**src/rtl/keypad_pkg.sv**
```systemverilog
// Shared definitions for the 3x4 keypad cursor controller:
// grid size, key codes, repeat-FSM states and grid helpers.
package keypad_pkg;

    localparam int GRID_COLS = 3;
    localparam int GRID_ROWS = 4;

    localparam logic [3:0] COL_MAX = 4'(GRID_COLS - 1);
    localparam logic [3:0] ROW_MAX = 4'(GRID_ROWS - 1);

    localparam logic [3:0] KEY_STAR = 4'hA;
    localparam logic [3:0] KEY_ZERO = 4'h0;
    localparam logic [3:0] KEY_HASH = 4'hB;

    // Button slots; the four directions use 0..3 so a dir_t
    // value can index the accepted-level vector directly.
    localparam int BTN_UP    = 0;
    localparam int BTN_DOWN  = 1;
    localparam int BTN_LEFT  = 2;
    localparam int BTN_RIGHT = 3;
    localparam int BTN_OK    = 4;
    localparam int BTN_NUM   = 5;

    typedef enum logic [1:0] {
        RPT_IDLE,
        RPT_HOLD,
        RPT_REPEAT
    } rpt_state_t;

    typedef enum logic [1:0] {
        DIR_UP    = 2'd0,
        DIR_DOWN  = 2'd1,
        DIR_LEFT  = 2'd2,
        DIR_RIGHT = 2'd3
    } dir_t;

    function automatic logic [3:0] wrap_inc(
        input logic [3:0] v,
        input logic [3:0] vmax
    );
        return (v >= vmax) ? 4'd0 : v + 4'd1;
    endfunction

    function automatic logic [3:0] wrap_dec(
        input logic [3:0] v,
        input logic [3:0] vmax
    );
        return (v == 4'd0) ? vmax : v - 4'd1;
    endfunction

    // Rows 0..2 hold digits 1..9; the bottom row is * 0 #.
    function automatic logic [3:0] key_of(
        input logic [3:0] x,
        input logic [3:0] y
    );
        logic [3:0] code;
        code = KEY_ZERO;
        if (y == ROW_MAX) begin
            case (x)
                4'd0:    code = KEY_STAR;
                4'd1:    code = KEY_ZERO;
                default: code = KEY_HASH;
            endcase
        end else begin
            code = y * 4'd3 + x + 4'd1;
        end
        return code;
    endfunction

endpackage

```
**src/rtl/btn_debounce.sv**
```systemverilog
// Debounce filter with press-edge detect for one button.
// Ports: i_clk, i_rst (async high), i_raw (synchronised level),
//        o_level (accepted state), o_press (1-cycle 0->1 pulse).
module btn_debounce #(
    parameter int DEBOUNCE_CYC = 500000
) (
    input  logic i_clk,
    input  logic i_rst,
    input  logic i_raw,
    output logic o_level,
    output logic o_press
);

    localparam int CW = (DEBOUNCE_CYC > 1) ? $clog2(DEBOUNCE_CYC) : 1;
    localparam logic [CW-1:0] CNT_LAST = CW'(DEBOUNCE_CYC - 1);

    logic          r_level;
    logic          r_press;
    logic [CW-1:0] r_cnt;

    // The count runs only while raw disagrees with the accepted
    // level; the press pulse is raised on the same edge that the
    // level flips to 1, so it lines up with the new level.
    always_ff @(posedge i_clk or posedge i_rst) begin
        if (i_rst) begin
            r_level <= 1'b0;
            r_press <= 1'b0;
            r_cnt   <= '0;
        end else begin
            r_press <= 1'b0;
            if (i_raw == r_level) begin
                r_cnt <= '0;
            end else if (r_cnt == CNT_LAST) begin
                r_level <= i_raw;
                r_press <= i_raw;
                r_cnt   <= '0;
            end else begin
                r_cnt <= r_cnt + 1'b1;
            end
        end
    end

    assign o_level = r_level;
    assign o_press = r_press;

endmodule

```
**src/rtl/cursor_ctrl.sv**
```systemverilog
// 3x4 keypad cursor controller: debounced buttons move a cursor
// with auto-repeat; OK emits the selected key over valid/ready.
// Ports: clk_in, sys_rst (async high), btn_* raw levels,
//        cursor_x/cursor_y, key_valid/key_code/key_ready, key_ovf.
module cursor_ctrl
    import keypad_pkg::*;
#(
    parameter int DEBOUNCE_CYC = 500000,
    parameter int REPEAT_DLY   = 25000000,
    parameter int REPEAT_PER   = 10000000
) (
    input  logic       clk_in,
    input  logic       sys_rst,
    input  logic       btn_up,
    input  logic       btn_down,
    input  logic       btn_left,
    input  logic       btn_right,
    input  logic       btn_ok,
    output logic [3:0] cursor_x,
    output logic [3:0] cursor_y,
    output logic       key_valid,
    output logic [3:0] key_code,
    input  logic       key_ready,
    output logic       key_ovf
);

    localparam int TMAX = (REPEAT_DLY > REPEAT_PER) ? REPEAT_DLY
                                                    : REPEAT_PER;
    localparam int TW = (TMAX > 1) ? $clog2(TMAX) : 1;
    localparam logic [TW-1:0] DLY_LAST = TW'(REPEAT_DLY - 1);
    localparam logic [TW-1:0] PER_LAST = TW'(REPEAT_PER - 1);

    logic [BTN_NUM-1:0] w_raw;
    logic [BTN_NUM-1:0] w_lvl;
    logic [BTN_NUM-1:0] w_prs;

    logic       w_ev_ok;
    logic       w_ev_dir_vld;
    logic       w_ev_any;
    dir_t       w_ev_dir;

    rpt_state_t r_state;
    rpt_state_t w_nxt_state;
    dir_t       r_dir;
    dir_t       w_nxt_dir;
    logic [TW-1:0] r_tmr;
    logic       w_held;
    logic       w_rpt_fire;
    logic       w_mv_vld;
    dir_t       w_mv_dir;

    logic [3:0] r_cur_x;
    logic [3:0] r_cur_y;
    logic       r_key_valid;
    logic [3:0] r_key_code;
    logic       r_key_ovf;

    assign w_raw[BTN_UP]    = btn_up;
    assign w_raw[BTN_DOWN]  = btn_down;
    assign w_raw[BTN_LEFT]  = btn_left;
    assign w_raw[BTN_RIGHT] = btn_right;
    assign w_raw[BTN_OK]    = btn_ok;

    for (genvar g = 0; g < BTN_NUM; g++) begin : g_btn
        btn_debounce #(
            .DEBOUNCE_CYC(DEBOUNCE_CYC)
        ) u_db (
            .i_clk  (clk_in),
            .i_rst  (sys_rst),
            .i_raw  (w_raw[g]),
            .o_level(w_lvl[g]),
            .o_press(w_prs[g])
        );
    end

    // Event arbitration: OK beats every direction; among the
    // directions the first listed wins, the rest are dropped.
    assign w_ev_ok      = w_prs[BTN_OK];
    assign w_ev_dir_vld = !w_ev_ok && (|w_prs[BTN_RIGHT:BTN_UP]);
    assign w_ev_any     = |w_prs;

    always_comb begin
        w_ev_dir = DIR_UP;
        priority case (1'b1)
            w_prs[BTN_UP]:    w_ev_dir = DIR_UP;
            w_prs[BTN_DOWN]:  w_ev_dir = DIR_DOWN;
            w_prs[BTN_LEFT]:  w_ev_dir = DIR_LEFT;
            w_prs[BTN_RIGHT]: w_ev_dir = DIR_RIGHT;
            default:          w_ev_dir = DIR_UP;
        endcase
    end

    // Accepted level of the direction currently being held.
    assign w_held = w_lvl[{1'b0, r_dir}];

    always_ff @(posedge clk_in or posedge sys_rst) begin
        if (sys_rst) begin
            r_state <= RPT_IDLE;
            r_dir   <= DIR_UP;
        end else begin
            r_state <= w_nxt_state;
            r_dir   <= w_nxt_dir;
        end
    end

    // A fresh direction press restarts HOLD on that direction;
    // an OK press or a release of the held button ends repeat.
    always_comb begin
        w_nxt_state = r_state;
        w_nxt_dir   = r_dir;
        if (w_ev_ok) begin
            w_nxt_state = RPT_IDLE;
        end else if (w_ev_dir_vld) begin
            w_nxt_state = RPT_HOLD;
            w_nxt_dir   = w_ev_dir;
        end else begin
            unique case (r_state)
                RPT_HOLD: begin
                    if (!w_held) begin
                        w_nxt_state = RPT_IDLE;
                    end else if (r_tmr == DLY_LAST) begin
                        w_nxt_state = RPT_REPEAT;
                    end
                end
                RPT_REPEAT: begin
                    if (!w_held) begin
                        w_nxt_state = RPT_IDLE;
                    end
                end
                default: begin
                    w_nxt_state = RPT_IDLE;
                end
            endcase
        end
    end

    // Timer counts cycles spent in the current state and wraps
    // at the repeat period while repeating.
    always_ff @(posedge clk_in or posedge sys_rst) begin
        if (sys_rst) begin
            r_tmr <= '0;
        end else if (w_ev_any || (r_state != w_nxt_state)
                     || (r_state == RPT_IDLE)) begin
            r_tmr <= '0;
        end else if ((r_state == RPT_REPEAT) && (r_tmr == PER_LAST)) begin
            r_tmr <= '0;
        end else begin
            r_tmr <= r_tmr + 1'b1;
        end
    end

    always_comb begin
        w_rpt_fire = 1'b0;
        if (w_held && !w_ev_any) begin
            unique case (r_state)
                RPT_HOLD:   w_rpt_fire = (r_tmr == DLY_LAST);
                RPT_REPEAT: w_rpt_fire = (r_tmr == PER_LAST);
                default:    w_rpt_fire = 1'b0;
            endcase
        end
        w_mv_vld = w_ev_dir_vld || w_rpt_fire;
        w_mv_dir = w_ev_dir_vld ? w_ev_dir : r_dir;
    end

    always_ff @(posedge clk_in or posedge sys_rst) begin
        if (sys_rst) begin
            r_cur_x <= 4'd0;
            r_cur_y <= 4'd0;
        end else if (w_mv_vld) begin
            unique case (w_mv_dir)
                DIR_UP:    r_cur_y <= wrap_dec(r_cur_y, ROW_MAX);
                DIR_DOWN:  r_cur_y <= wrap_inc(r_cur_y, ROW_MAX);
                DIR_LEFT:  r_cur_x <= wrap_dec(r_cur_x, COL_MAX);
                DIR_RIGHT: r_cur_x <= wrap_inc(r_cur_x, COL_MAX);
                default:   r_cur_x <= r_cur_x;
            endcase
        end
    end

    // Key slot: a press may load when the slot is empty or being
    // drained this cycle; otherwise it is dropped and flagged.
    always_ff @(posedge clk_in or posedge sys_rst) begin
        if (sys_rst) begin
            r_key_valid <= 1'b0;
            r_key_code  <= 4'd0;
            r_key_ovf   <= 1'b0;
        end else begin
            r_key_ovf <= 1'b0;
            if (w_ev_ok) begin
                if (!r_key_valid || key_ready) begin
                    r_key_valid <= 1'b1;
                    r_key_code  <= key_of(r_cur_x, r_cur_y);
                end else begin
                    r_key_ovf <= 1'b1;
                end
            end else if (r_key_valid && key_ready) begin
                r_key_valid <= 1'b0;
            end
        end
    end

    assign cursor_x  = r_cur_x;
    assign cursor_y  = r_cur_y;
    assign key_valid = r_key_valid;
    assign key_code  = r_key_code;
    assign key_ovf   = r_key_ovf;

endmodule

```
**config.mk**
```make
export PLATFORM = sky130hd
export DESIGN_NAME = cursor_ctrl
export DESIGN_NICKNAME = d
export VERILOG_FILES = /design/src/rtl/keypad_pkg.sv /design/src/rtl/btn_debounce.sv /design/src/rtl/cursor_ctrl.sv
export SDC_FILE = /design/constraint.sdc
export NUM_CORES = 1
export LEC_CHECK = 0
export BUFFER_PORTS_ARGS = -buffer_cell sky130_fd_sc_hd__buf_4
export CORE_MARGIN = 2
export CORE_UTILIZATION = 30
export CTS_BUF_LIST = sky130_fd_sc_hd__clkbuf_8
export CTS_CLUSTER_SIZE = 8
export DETAILED_ROUTE_END_ITERATION = 8
export GPL_ROUTABILITY_DRIVEN = 0
export PLACE_DENSITY = 0.47
export SYNTH_ARGS = -nofsm -noshare
export SYNTH_HDL_FRONTEND = slang
export SYNTH_HIERARCHICAL = 1
export SYNTH_SLANG_ARGS = --single-unit
```
**constraint.sdc**
```tcl
create_clock -name clk_in -period 2.12 [get_ports clk_in]
set_input_delay 0.212 -clock clk_in [delete_from_list [all_inputs] [get_ports clk_in]]
set_output_delay 0.212 -clock clk_in [all_outputs]
set_load 0.02 [all_outputs]
```
# Yosys cells after proc, flatten, opt, wreduce, memory -nomap -nowiden
# Cells that the tools add are included.
dict set report classes {
  add_sub_neg 12
  mul 1
  n_lt_le_gt_ge 3
  n_eq_ne 21
  mux 50
  n_bitwise 5
  n_reduce_logical 29
}
# operator count
set ops {}
lappend ops {{$mux 19} 10}
lappend ops {{$add 19x1->19 const B} 5}
lappend ops {{$eq 19x19->1 const B} 5}
lappend ops {{$mux 25} 2}
lappend ops {{$add 25x1->25 const B} 1}
lappend ops {{$eq 25x24->1 const B} 1}
lappend ops {{$eq 25x25->1 const B} 1}
lappend ops {{$pmux 4 s2} 3}
lappend ops {{$mux 2} 10}
lappend ops {{$mux 4} 5}
lappend ops {{$reduce_and 2->1} 9}
lappend ops {{$mux 1} 17}
lappend ops {{$add 4x1->4 const B} 3}
lappend ops {{$ge 4x2->1 const B} 2}
lappend ops {{$logic_not 4->1} 2}
lappend ops {{$sub 4x1->4 const B} 2}
lappend ops {{$eq 2x2->1 const B} 3}
lappend ops {{$reduce_bool 2->1} 3}
lappend ops {{$eq 1x1->1} 5}
lappend ops {{$not 1->1} 5}
lappend ops {{$reduce_or 5->1} 1}
lappend ops {{$add 4x4->4} 1}
lappend ops {{$eq 2x1->1 const B} 2}
lappend ops {{$eq 4x1->1 const B} 1}
lappend ops {{13 further kinds} 22}
dict set report word_totals {
  reg_bits 148
  input_bits 8
  out_inout_bits 14
  word_cells 144
}

# Logic depth before layout (Yosys ltp)
# Gate-level depths: netlist (run 1).
dict set report depth {
  depth_word 10
  ltp_mapped 8
  mapped_depth_nobuf 7
}

# Hierarchy
# The synthesis (run 1) kept the hierarchy.
# module n_inst cells_each area_each_um2 seq_area_each_um2
set by_module_without_submodules {}
lappend by_module_without_submodules {btn_debounce 5 106 1103.6 525.5}
lappend by_module_without_submodules {cursor_ctrl 1 300 2850.2 1076.0}

# Least setup slack after synthesis (run 1)
# OpenSTA, ideal clock, no wires.
dict set report synth_timing {
  kind {flip-flop to flip-flop}
  startpoint {register r_tmr[0]}
  endpoint {register r_cur_y[3], in the netlist cursor_y[3]}
  setup_time_ns 0.126
  arrival_ns 2.184
  t_required_ns 1.994
  setup_slack_ns -0.190
  path_stages_with_launch 7
  n_path_buf 0
  period_less_slack_ns 2.310
  path_cell_list {dfrtp_1 > ha_1 > or4b_4 > nor4_4 > a22oi_2 > o31a_1 > o32a_1}
}
dict set report synth_between {
  elab_chain_len 5
  word_cells_on_any_way 6
  cone_classes {eq/ne: 2; mux: 2; reduce/logical: 2}
}
# element line
set synth_rtl {}
lappend synth_rtl {{start: declaration} cursor_ctrl.sv:46} ;# logic [TW-1:0] r_tmr;
lappend synth_rtl {{start signal: assignment} cursor_ctrl.sv:148} ;# r_tmr <= r_tmr + 1'b1;
lappend synth_rtl {{$eq 25x24->1 or $eq 25x25->1 (tied branches)} {cursor_ctrl.sv:157, cursor_ctrl.sv:156}}
lappend synth_rtl {{$pmux 1 s2 *} cursor_ctrl.sv:155} ;# unique case (r_state)
lappend synth_rtl {{$mux 1 *} cursor_ctrl.sv:154} ;# if (w_held && !w_ev_any) begin
lappend synth_rtl {{$logic_or 1x1->1 *} cursor_ctrl.sv:161} ;# w_mv_vld = w_ev_dir_vld || w_rpt_fire;
lappend synth_rtl {{$reduce_and 2->1 (no line) *} -}
lappend synth_rtl {{end signal: assignment} cursor_ctrl.sv:171} ;# DIR_UP: r_cur_y <= wrap_dec(r_cur_y, ROW_MAX);
lappend synth_rtl {{end signal: assignment} cursor_ctrl.sv:172} ;# DIR_DOWN: r_cur_y <= wrap_inc(r_cur_y, ROW_MAX);
lappend synth_rtl {{end: declaration} cursor_ctrl.sv:53} ;# logic [3:0] r_cur_y;
# Mark *: on every way between the ends. The rest lies on a longest branch, timed or not.
# A chain may end at the register's enable or synchronous reset.

# Worst setup path in the final report (run 1)
dict set report layout_timing {
  startpoint {register r_tmr[1]}
  endpoint {register r_cur_y[3], in the netlist cursor_y[3]}
}
# Same word-level chain as after synthesis.

==> results of run 1 <==
flip-flops by register name, summed over array words and instances, names as in the netlist:
signal	flops
key_valid	1
cursor_x	4
g_btn.u_db/o_level	5
r_dir	2
r_state	2
key_ovf	1
g_btn.u_db/o_press	5
g_btn.u_db/r_cnt	95
cursor_y	4
r_tmr	25
key_code	4
synth_stat cells, drive strengths merged (14+ instances only):
master / instances
nor3: 54
and3: 14
nand3: 52
xnor2: 79
o21ai: 22
inv: 42
dfrtp: 148
xor2: 19
ha: 23
nand4: 21
a21oi: 29
nor2: 111
nand4b: 15
nand2: 51
nor4: 40
worst max-delay path by stage:
stage / end / slack, ns / cells past startpoint
after floorplan: cursor_y[3]$_DFFE_PP0P_ / -0.04 / 6
after global routing: cursor_y[1]$_DFFE_PP0P_ / -0.19 / 8
after global placement: cursor_y[3]$_DFFE_PP0P_ / -0.08 / 5
final: cursor_y[3]$_DFFE_PP0P_ / -0.06 / 6
after detailed placement: cursor_y[3]$_DFFE_PP0P_ / -0.09 / 5
after CTS: cursor_y[3]$_DFFE_PP0P_ / -0.06 / 6
placed cells by master, fill, tap and decap left out, drive strengths merged, types with 3 or more instances in the layout:
| cell | instances |
|---|---|
| xor2 | 19 |
| o41ai | 3 |
| nor2 | 111 |
| inv | 45 |
| mux2i | 8 |
| or4 | 13 |
| fa | 3 |
| nand3 | 52 |
| nor3 | 54 |
| nand2 | 51 |
| and3 | 14 |
| clkinv | 6 |
| and4 | 3 |
| mux2 | 8 |
| o21ai | 22 |
| xnor2 | 79 |
| o21bai | 7 |
| nand4 | 21 |
| nor4bb | 6 |
| ha | 23 |
| nand4bb | 5 |
| nand2b | 6 |
| nor4 | 40 |
| clkbuf | 20 |
| a21oi | 29 |
| nand4b | 15 |
| dfrtp | 148 |
| buf | 83 |
| dlygate4sd3 | 3 |
worst register-to-register path, cell delays in order (launching register included):
cell,delay [ns]
dfrtp_1,0.40
ha_4,0.15
or4b_4,0.51
nor4_4,0.27
a22oi_2,0.12
o31a_1,0.30
o32a_1,0.35
power by group:
group | internal, mW | switching (mW) | leakage, nW | total [mW]
combinational | 0.125 | 0.203 | 1.83 | 0.328
sequential | 2.85 | 0.0429 | 2.05 | 2.89
clock | 1.04 | 1.16 | 0.196 | 2.20
final cells by class:
class                           instances  area [µm²]  area share
Clock inverter                         12         120      0.0121
Tap cell                              378         473      0.0477
Clock buffer                           20         275      0.0278
Sequential cell                       148        3700       0.374
Multi-Input combinational cell        628        4480       0.452
Timing Repair Buffer                   86         698      0.0704
Inverter                               42         158      0.0159
kinds of logic (layout without fill, tap and decap cells):
logic type	Yosys count	in the layout
compound gates	84	84
xor+xnor	98	98
fa+ha+maj	26	26
buf+inv	54	160
flops	148	148
mux	17	17
simple gates	403	403
layer usage:
layer | vias up | share of wire | global-route usage
li1 | 3162 | - | -
met1 | 3135 | 0.51 | 0.197
met2 | 65 | 0.46 | 0.215
met3 | 13 | 0.020 | 0.0250
met4 | 0 | 0.0094 | 0.0328
met5 | - | 0 | 0
repair_timing:
item                       CTS  global route
setup buffers                2             3
resized for setup            2             4
setup endpoints to repair    8            33
hold endpoints to repair   135             1
hold buffers                 2             1
pin swaps                    1             0
==> results.md, run 1 <==
- Final setup viols: 7
- Largest net degree at the start of global routing: 43
- Critical path startpoint category: register
- Area leader, netlist: dfrtp_1
- Flop-to-flop setup slack: -0.06 ns
- Worst rel slew slack: 0.548
- Die W: roughly 170 µm
- Achievable frequency: between 0.4 and 0.5 GHz
- Final core utilization: 0.359
- Multiplexer share of the synthesized area: 0.0230
- Adder-cell share of the synthesized area: 0.0416
- Run status: finished, violations left
- H-tree depth: 4
- Hold Vio Cnt, Final: 0
- # port buffers: 21
- Drt via density: ~4.9
- Post-Layout Cell Count: ~1,300
- Clock Latency Late Sink: around 0.45 ns
- Area of the die: about 0.029 mm²
- Yosys top cell area share: 0.443
- Initial antenna violation count: 0
- Crit. End Element: register
- Reg-to-Reg Start: r_tmr[1]$_DFF_PP0_
- Final WS setup: -0.0639 ns
- Vias in the first global route: 6,308
- Drt pass-1 iters: 5
- CP bufs+invs: 0
- Syn_area_per_cell: 10.1 µm²
- Clk buf depth: 2
- RSZ-0062 raised after global routing: true
- Violated checks: negative setup slack
- Area grow syn2layout: 18.5%
- Worst-path clk slew: roughly 0.090 ns
- Final instance area: about 0.01 mm²
- Worst-margin pin slew: 0.678 ns
- Number of synthesized flops with an enable pin: 0
- CP max stage cell: or4b_4
- DRT Wirelength: around 19,000 µm
- Synth Area in Compound Gates: 0.0703
- Worst R2R Path Depth: 6
- Fill cell count: about 2,800
- Root Driver: clkbuf_8
- Gr usage total: 0.138
- Mapped Cells: between 800 and 900
- PwrDens: between 500 and 600 mW/mm²
- Nets: around 960
- Hold_sp: btn_up
- Max incr delay on CP: approximately 0.51 ns
- Max-cap viol count: 0
- Starting Density: 0.303
- Clock Sink Count: approximately 150
- VDD IR max: approximately 0.00035 V
- DR iter-0 viols: between 300 and 400
- Final min period: approximately 2.2 ns
- CP top delay family: simple AND/OR/NAND/NOR gates
- Layout cells sized above 1: 0.184
- Critical path, cell by cell: ha_4 > or4b_4 > nor4_4 > a22oi_2 > o31a_1 > o32a_1
- Hold/Removal Path Class: in -> reg
- Global-route wire length before repair: about 32,000 µm
- Warnings, synthesis: 6
- WHS Path Cells: 2
- Clk_skew: roughly 0.015 ns
- Seq/Total Area, Yosys: 0.443
- DP Wirelength: between 10,000 and 15,000 µm
- Antenna viol nets, final: 0
- Net count after synthesis: 864
- Post-synthesis xor/xnor area fraction: 0.103
- Synthesized flop and latch total: ~150
- Worst endpoint required time: 2.45 ns
- Dpl ws: -0.0921 ns
- Hold WS: between 0.04 and 0.05 ns
- Crit. Startpoint: r_tmr[1]$_DFF_PP0_
- CTS buffer count: 17
- Pwr Total: around 5.4 mW
- Synth Flop Type: dfrtp_1
- CTS tree: yes
- CP arrival: roughly 2.5 ns
- Async set-reset flop share out of synthesis: 1.00
- Largest family of logic cells by synthesized area: simple AND/OR/NAND/NOR gates
- Ant. Diodes: 0
- Cell Area, Placed: ~0.0094 mm²
- Crit Path Category: reg -> reg
- Leak pwr: 4.08 nW
- Die height: ~170 µm
- Synth Area in Simple Gates: 0.293
- Routed len/inst: roughly 14 µm
- Final Slew Violations: 0
- Via count: roughly 6,400
- Hold Path Sink: g_btn[0].u_db/o_level$_DFFE_PP0P_
- Synth unique cells: 63
- TNS Setup: -0.257 ns
- Synth area leaders: dfrtp_1, xnor2_1, nor2_1
- Placed cell count: ~1,300
- Reg2reg end: cursor_y[3]$_DFFE_PP0P_
- IO Count: 22
- Row Count: 61
- Total gr overflow: 0
- Core Box Area: about 0.028 mm²
- DRC Markers: 0
- Crit share post-route: 1.03
- Worst Path Max Fanout: 3
- Post-Synthesis Cell Area: 0.00837 mm²
Power figures use the tool's default switching activity.
==> run 2, diff against run 1 <==
Settings changed: GPL_ROUTABILITY_DRIVEN 0 to unset, PLACE_DENSITY 0.47 to 0.43.
==> results.md, run 2 (same netlist as run 1, synthesis figures left out) <==
- Hold Vio Cnt, Final: 0 (unchanged)
- Core Box Area: 0.0276 mm² (unchanged)
- Ant. Diodes: 0 (unchanged)
- Hold/Removal Path Class: in -> reg
- Final instance area: 0.0100 mm² (+0.98%)
- Achievable frequency: 0.442 GHz (-3.5%)
- Crit. Startpoint: r_tmr[1]$_DFF_PP0_
- Final setup viols: 7 (unchanged)
- Final min period: 2.26 ns (+0.0793 ns)
- Max-cap viol count: 0 (unchanged)
- Vias in the first global route: 6,516 (+3.3%)
- Leak pwr: 4.12 nW (+1.0%)
- Reg with most FFs: g_btn.u_db/r_cnt
- Regs by FF count: g_btn.u_db/r_cnt x95, r_tmr x25
- CP max stage cell: or4b_4
- Initial antenna violation count: 0 (unchanged)
- Crit Path Category: reg -> reg
- DP Wirelength: 14,000 µm (+3.9%)
- DRC Markers: 0 (unchanged)
- CP top delay family: simple AND/OR/NAND/NOR gates
- Row Count: 61 (unchanged)
- Worst-margin pin slew: 0.565 ns (-0.113 ns)
- CP bufs+invs: 0 (unchanged)
- Commonest non-fill, non-tap cell in the layout: dfrtp_1
- Drt via density: 4.84 (-0.30%)
- Final WS setup: -0.143 ns (-0.0793 ns)
- Die W: 171 µm (unchanged)
- Reg-to-Reg Start: r_tmr[1]$_DFF_PP0_
- Hold_sp: key_ready
- Antenna viol nets, final: 0 (unchanged)
- Worst-path clk slew: 0.10 ns (about the same)
- Pwr Total: 5.55 mW (+2.5%)
- Worst endpoint required time: 2.48 ns (+0.03 ns)
- Nets: 964 (+0.73%)
- DRT Wirelength: 19,600 µm (+4.7%)
- CTS buffer count: 17 (unchanged)
- Dpl ws: -0.132 ns (-0.0404 ns)
- Area of the die: 0.0292 mm² (unchanged)
- Placer Congestion: 0.791
- Global-route wire length before repair: 33,900 µm (+4.5%)
- Clk buf depth: 2 (unchanged)
- Die height: 171 µm (unchanged)
- Total gr overflow: 0 (unchanged)
- Final Slew Violations: 0 (unchanged)
- Violated checks: negative setup slack
- PwrDens: 555 mW/mm² (+1.5%)
- Via count: 6,390 (+0.24%)
- Largest net degree at the start of global routing: 26 (-40%)
- DR iter-0 viols: 245 (-21%)
- Clock Sink Count: 148 (unchanged)
- Layout cells sized above 1: 0.190 (+0.00606)
- # port buffers: 21 (unchanged)
- Max reg flops: 95 (unchanged)
- Max incr delay on CP: 0.51 ns (about the same)
- Worst Path Max Fanout: 3 (unchanged)
- Critical path startpoint category: register
- Routed len/inst: 14.9 µm (+4.2%)
- RSZ-0062 raised after global routing: true
- Clock Latency Late Sink: 0.49 ns (+0.04 ns)
- Cell Area, Placed: 0.00945 mm² (+0.37%)
- Area grow syn2layout: 19.6%
- Root Driver: clkbuf_8
- H-tree depth: 4 (unchanged)
- Crit share post-route: 1.07 (+0.0374)
- Run status: finished, violations left
- Starting Density: 0.303 (unchanged)
- Clk_skew: 0.0162 ns (+0.000969 ns)
- CTS tree: yes
- VDD IR max: 0.000356 V (+1.3%)
- TNS Setup: -0.548 ns (-0.291 ns)
- Critical path, cell by cell: ha_4 > or4b_4 > nor4_4 > a22oi_2 > o31a_1 > mux2_1
- Worst rel slew slack: 0.623 (+0.0747)
- Drt pass-1 iters: 4 (-1)
- CP arrival: 2.62 ns (+0.10 ns)
- Gr usage total: 0.146 (+0.00816)
- Most frequent cells in the layout: dfrtp_1, nor2_1, buf_4
- Crit. End Element: register
- IO Count: 22 (unchanged)
==> run 2: cell count changes in the layout (fill, tap and decap cells not counted), moves of 3 or more <==
| cell | previous run | this run |
|---|---|---|
| clkinv_4 | 5 | 1 |
| buf_4 | 78 | 82 |
| inv_8 | 0 | 5 |
| clkbuf_8 | 20 | 17 |
| inv_6 | 3 | 6 |
| dlygate4sd3_1 | 3 | 6 |
==> run 2: worst paths after layout <==
path | end | slack [ns] | cells past startpoint
worst max-delay path | cursor_x[0]$_DFFE_PP0P_ | -0.14 | 6
worst min-delay path | key_ovf$_DFF_PP0_ | 0.09 | 3
worst max register to register | cursor_x[0]$_DFFE_PP0P_ | -0.14 | 6
worst min register to register | key_code[0]$_DFFE_PP0P_ | 0.49 | 2
max in group asynchronous | r_tmr[21]$_DFF_PP0_ | 1.20 | 4
min in group asynchronous | g_btn[1].u_db/r_cnt[1]$_DFF_PP0_ | 0.27 | 3
==> run 2: final cells by class <==
| type | instances | area [µm²] |
|---|---|---|
| sequential | 148 | 3700 |
| fill | 2852 | 17600 |
| clock buffer | 17 | 234 |
| tap | 378 | 473 |
| inverter | 42 | 158 |
| timing repair buffer | 93 | 767 |
| multi-input combinational | 628 | 4510 |
| clock inverter | 15 | 160 |
==> run 2: layer usage <==
metal  global-route usage  routed length (µm)
met1                0.199                9810
met2                0.232                9050
met5                    0                   0
met3               0.0361                 570
met4               0.0354                 209
==> run 2: power breakdown <==
| part | leakage, nW | switching [mW] | internal, mW |
|---|---|---|---|
| combinational | 1.87 | 0.211 | 0.137 |
| sequential | 2.05 | 0.0420 | 2.85 |
| clock | 0.202 | 1.32 | 0.988 |
| total | 4.12 | 1.58 | 3.98 |
==> run 2: worst min-delay path: stages <==
cell and delay [ns]:
buf_4 0.07, nand2b_1 0.19, nor2_1 0.06
==> run 2: stage by stage <==
step	std cells	hold slack (ns)	util
after floorplan	830	0.189	-
after global placement	1277	0.231	0.342
after detailed placement	1277	0.230	0.342
after CTS	1315	0.0937	0.359
after global routing	1321	0.0859	0.362
final	1321	0.0903	0.362
==> run 2: timing repair <==
item                                    in CTS  in global routing
setup buffers                                0                  6
pin swaps                                    1                  4
hold endpoints to repair                   108                  0
endpoints found under the setup margin       8                 34
gates resized for setup                      1                  8
hold buffers                                 6                  0
==> run 3, diff against run 2 <==
Settings changed: SETUP_SLACK_MARGIN set to 0.3.
==> results.md, run 3 (same netlist as run 1, synthesis figures left out) <==
- Largest net degree at the start of global routing: 30 (+15%)
- Core Box Area: 0.0276 mm² (unchanged)
- Achievable frequency: 0.447 GHz (+1.2%)
- H-tree depth: 4 (unchanged)
- Placed cell count: 1,285 (+0.63%)
- Clk_skew: 0.0147 ns (-0.00146 ns)
- Antenna viol nets, final: 0 (unchanged)
- Violated checks: negative setup slack
- Drt via density: 4.80 (-0.75%)
- Final min period: 2.24 ns (-0.0259 ns)
- Die W: 171 µm (unchanged)
- Layout cells sized above 1: 0.238 (+0.0485)
- Worst Path Max Fanout: 3 (unchanged)
- Drt pass-1 iters: 5 (+1)
- Worst endpoint required time: 2.48 ns (about the same)
- Placer Congestion: 0.730 (-7.7%)
- Area of the die: 0.0292 mm² (unchanged)
- Hold WS: 0.0404 ns (-0.0499 ns)
- Clk buf depth: 2 (unchanged)
- Critical path startpoint category: register
- DP Wirelength: 14,200 µm (+1.6%)
- Worst-margin pin slew: 0.673 ns (+0.108 ns)
- Row Count: 61 (unchanged)
- Initial antenna violation count: 0 (unchanged)
- CTS buffer count: 17 (unchanged)
- Crit. End Element: register
- Hold Vio Cnt, Final: 0 (unchanged)
- Max-cap viol count: 0 (unchanged)
- TNS Setup: -1.82 ns (-1.28 ns)
- Crit Path Category: reg -> reg
- Hold/Removal Path Class: in -> reg
- DRT Wirelength: 19,900 µm (+1.5%)
- # port buffers: 21 (unchanged)
- Clock Latency Late Sink: 0.47 ns (-0.02 ns)
- Die height: 171 µm (unchanged)
- Reg with most FFs: g_btn.u_db/r_cnt
- Nets: 986 (+2.3%)
- Final WS setup: -0.117 ns (+0.0259 ns)
- PwrDens: 530 mW/mm² (-4.6%)
- Max reg flops: 95 (unchanged)
- Crit share post-route: 1.06 (-0.0122)
- Post-Layout Cell Count: 1,343 (+1.7%)
- Final setup viols: 33 (+26)
- Global-route wire length before repair: 34,300 µm (+1.0%)
- DR iter-0 viols: 343 (+40%)
- Ant. Diodes: 0 (unchanged)
- Run status: finished, violations left
- Most frequent cells in the layout: dfrtp_1, nor2_1, buf_4
- Final Slew Violations: 0 (unchanged)
- Starting Density: 0.303 (unchanged)
- Vias in the first global route: 6,600 (+1.3%)
- Leak pwr: 4.22 nW (+2.5%)
- CTS tree: yes
- RSZ-0062 raised after global routing: true
- Root Driver: clkbuf_8
- DRC Markers: 0 (unchanged)
- IO Count: 22 (unchanged)
- Gr usage total: 0.147 (+0.00134)
- Via count: 6,448 (+0.91%)
- Clock Sink Count: 148 (unchanged)
- CP arrival: 2.60 ns (-0.02 ns)
- Cell Area, Placed: 0.00954 mm² (+0.86%)
- Total gr overflow: 0 (unchanged)
- Final instance area: 0.0103 mm² (+3.1%)
- Area grow syn2layout: 23.3%
- Routed len/inst: 14.8 µm (-0.14%)
- Worst-path clk slew: 0.10 ns (about the same)
- Regs by FF count: g_btn.u_db/r_cnt x95, r_tmr x25
- Pwr Total: 5.46 mW (-1.6%)
- VDD IR max: 0.000334 V (-6.1%)
- Worst rel slew slack: 0.551 (-0.0721)
- Commonest non-fill, non-tap cell in the layout: dfrtp_1
run 3: changes by cell type in the layout (fill, tap and decap cells not counted), sizes merged:
| cell | before | now |
|---|---|---|
| clkinvlp | 1 | 3 |
| dlygate4sd3 | 6 | 4 |
| clkbuf | 17 | 18 |
| inv | 53 | 49 |
| clkinv | 2 | 4 |
| buf | 87 | 110 |
run 3: stage by stage:
step | setup WS, ns | utilization
3_5_place_dp | -0.117 | 0.345
6_report | -0.117 | 0.374
3_3_place_gp | -0.0808 | 0.345
2_1_floorplan | -0.0395 | -
5_1_grt | -0.176 | 0.374
4_1_cts | -0.0723 | 0.366
run 3: worst max-delay path, stage by stage (launching register included):
cell	delay [ns]
dfrtp_1	0.40
ha_4	0.15
or4b_4	0.51
nor4_4	0.31
a22oi_2	0.12
o31a_1	0.29
o32a_1	0.36
run 3: metal layers:
layer / wire, µm / global-route usage / vias to the layer above
met5: 0 / 0 / -
met4: 262 / 0.0424 / 0
met3: 664 / 0.0296 / 14
met2: 9250 / 0.232 / 76
met1: 9770 / 0.204 / 3136
li1: - / - / 3222
run 3: final cells by class:
cell class	count	area (µm²)
flip-flops and latches	148	3710
inverters	42	158
fillers	2816	17300
clock inverters	15	144
well taps	378	473
multi-input cells	628	4630
repair buffers	115	973
clock buffers	17	234
run 3: worst paths after layout:
kind | end | depth (start not counted) | slack (ns) | start
max | cursor_y[3]$_DFFE_PP0P_ | 6 | -0.12 | r_tmr[1]$_DFF_PP0_
min | g_btn[3].u_db/o_press$_DFF_PP0_ | 3 | 0.04 | btn_right
max reg2reg | cursor_y[3]$_DFFE_PP0P_ | 6 | -0.12 | r_tmr[1]$_DFF_PP0_
min reg2reg | g_btn[4].u_db/r_cnt[0]$_DFF_PP0_ | 1 | 0.48 | g_btn[4].u_db/r_cnt[0]$_DFF_PP0_
max in group asynchronous | cursor_y[0]$_DFFE_PP0P_ | 4 | 1.05 | sys_rst
min in group asynchronous | g_btn[4].u_db/r_cnt[11]$_DFF_PP0_ | 3 | 0.34 | sys_rst
run 3: timing repair:
action / 4_1_cts / 5_1_grt
hold buffers: 4 / 0
pin swaps: 7 / 11
gates resized for setup: 13 / 22
setup buffers: 9 / 11
endpoints found under the setup margin: 74 / 84
gates cloned: 0 / 2
endpoints found under the hold margin: 107 / 0
run 3: power breakdown:
group | switching, mW | total (mW) | internal (mW)
registers | 0.0396 | 2.89 | 2.85
clock network | 1.24 | 2.19 | 0.955
logic | 0.221 | 0.382 | 0.161
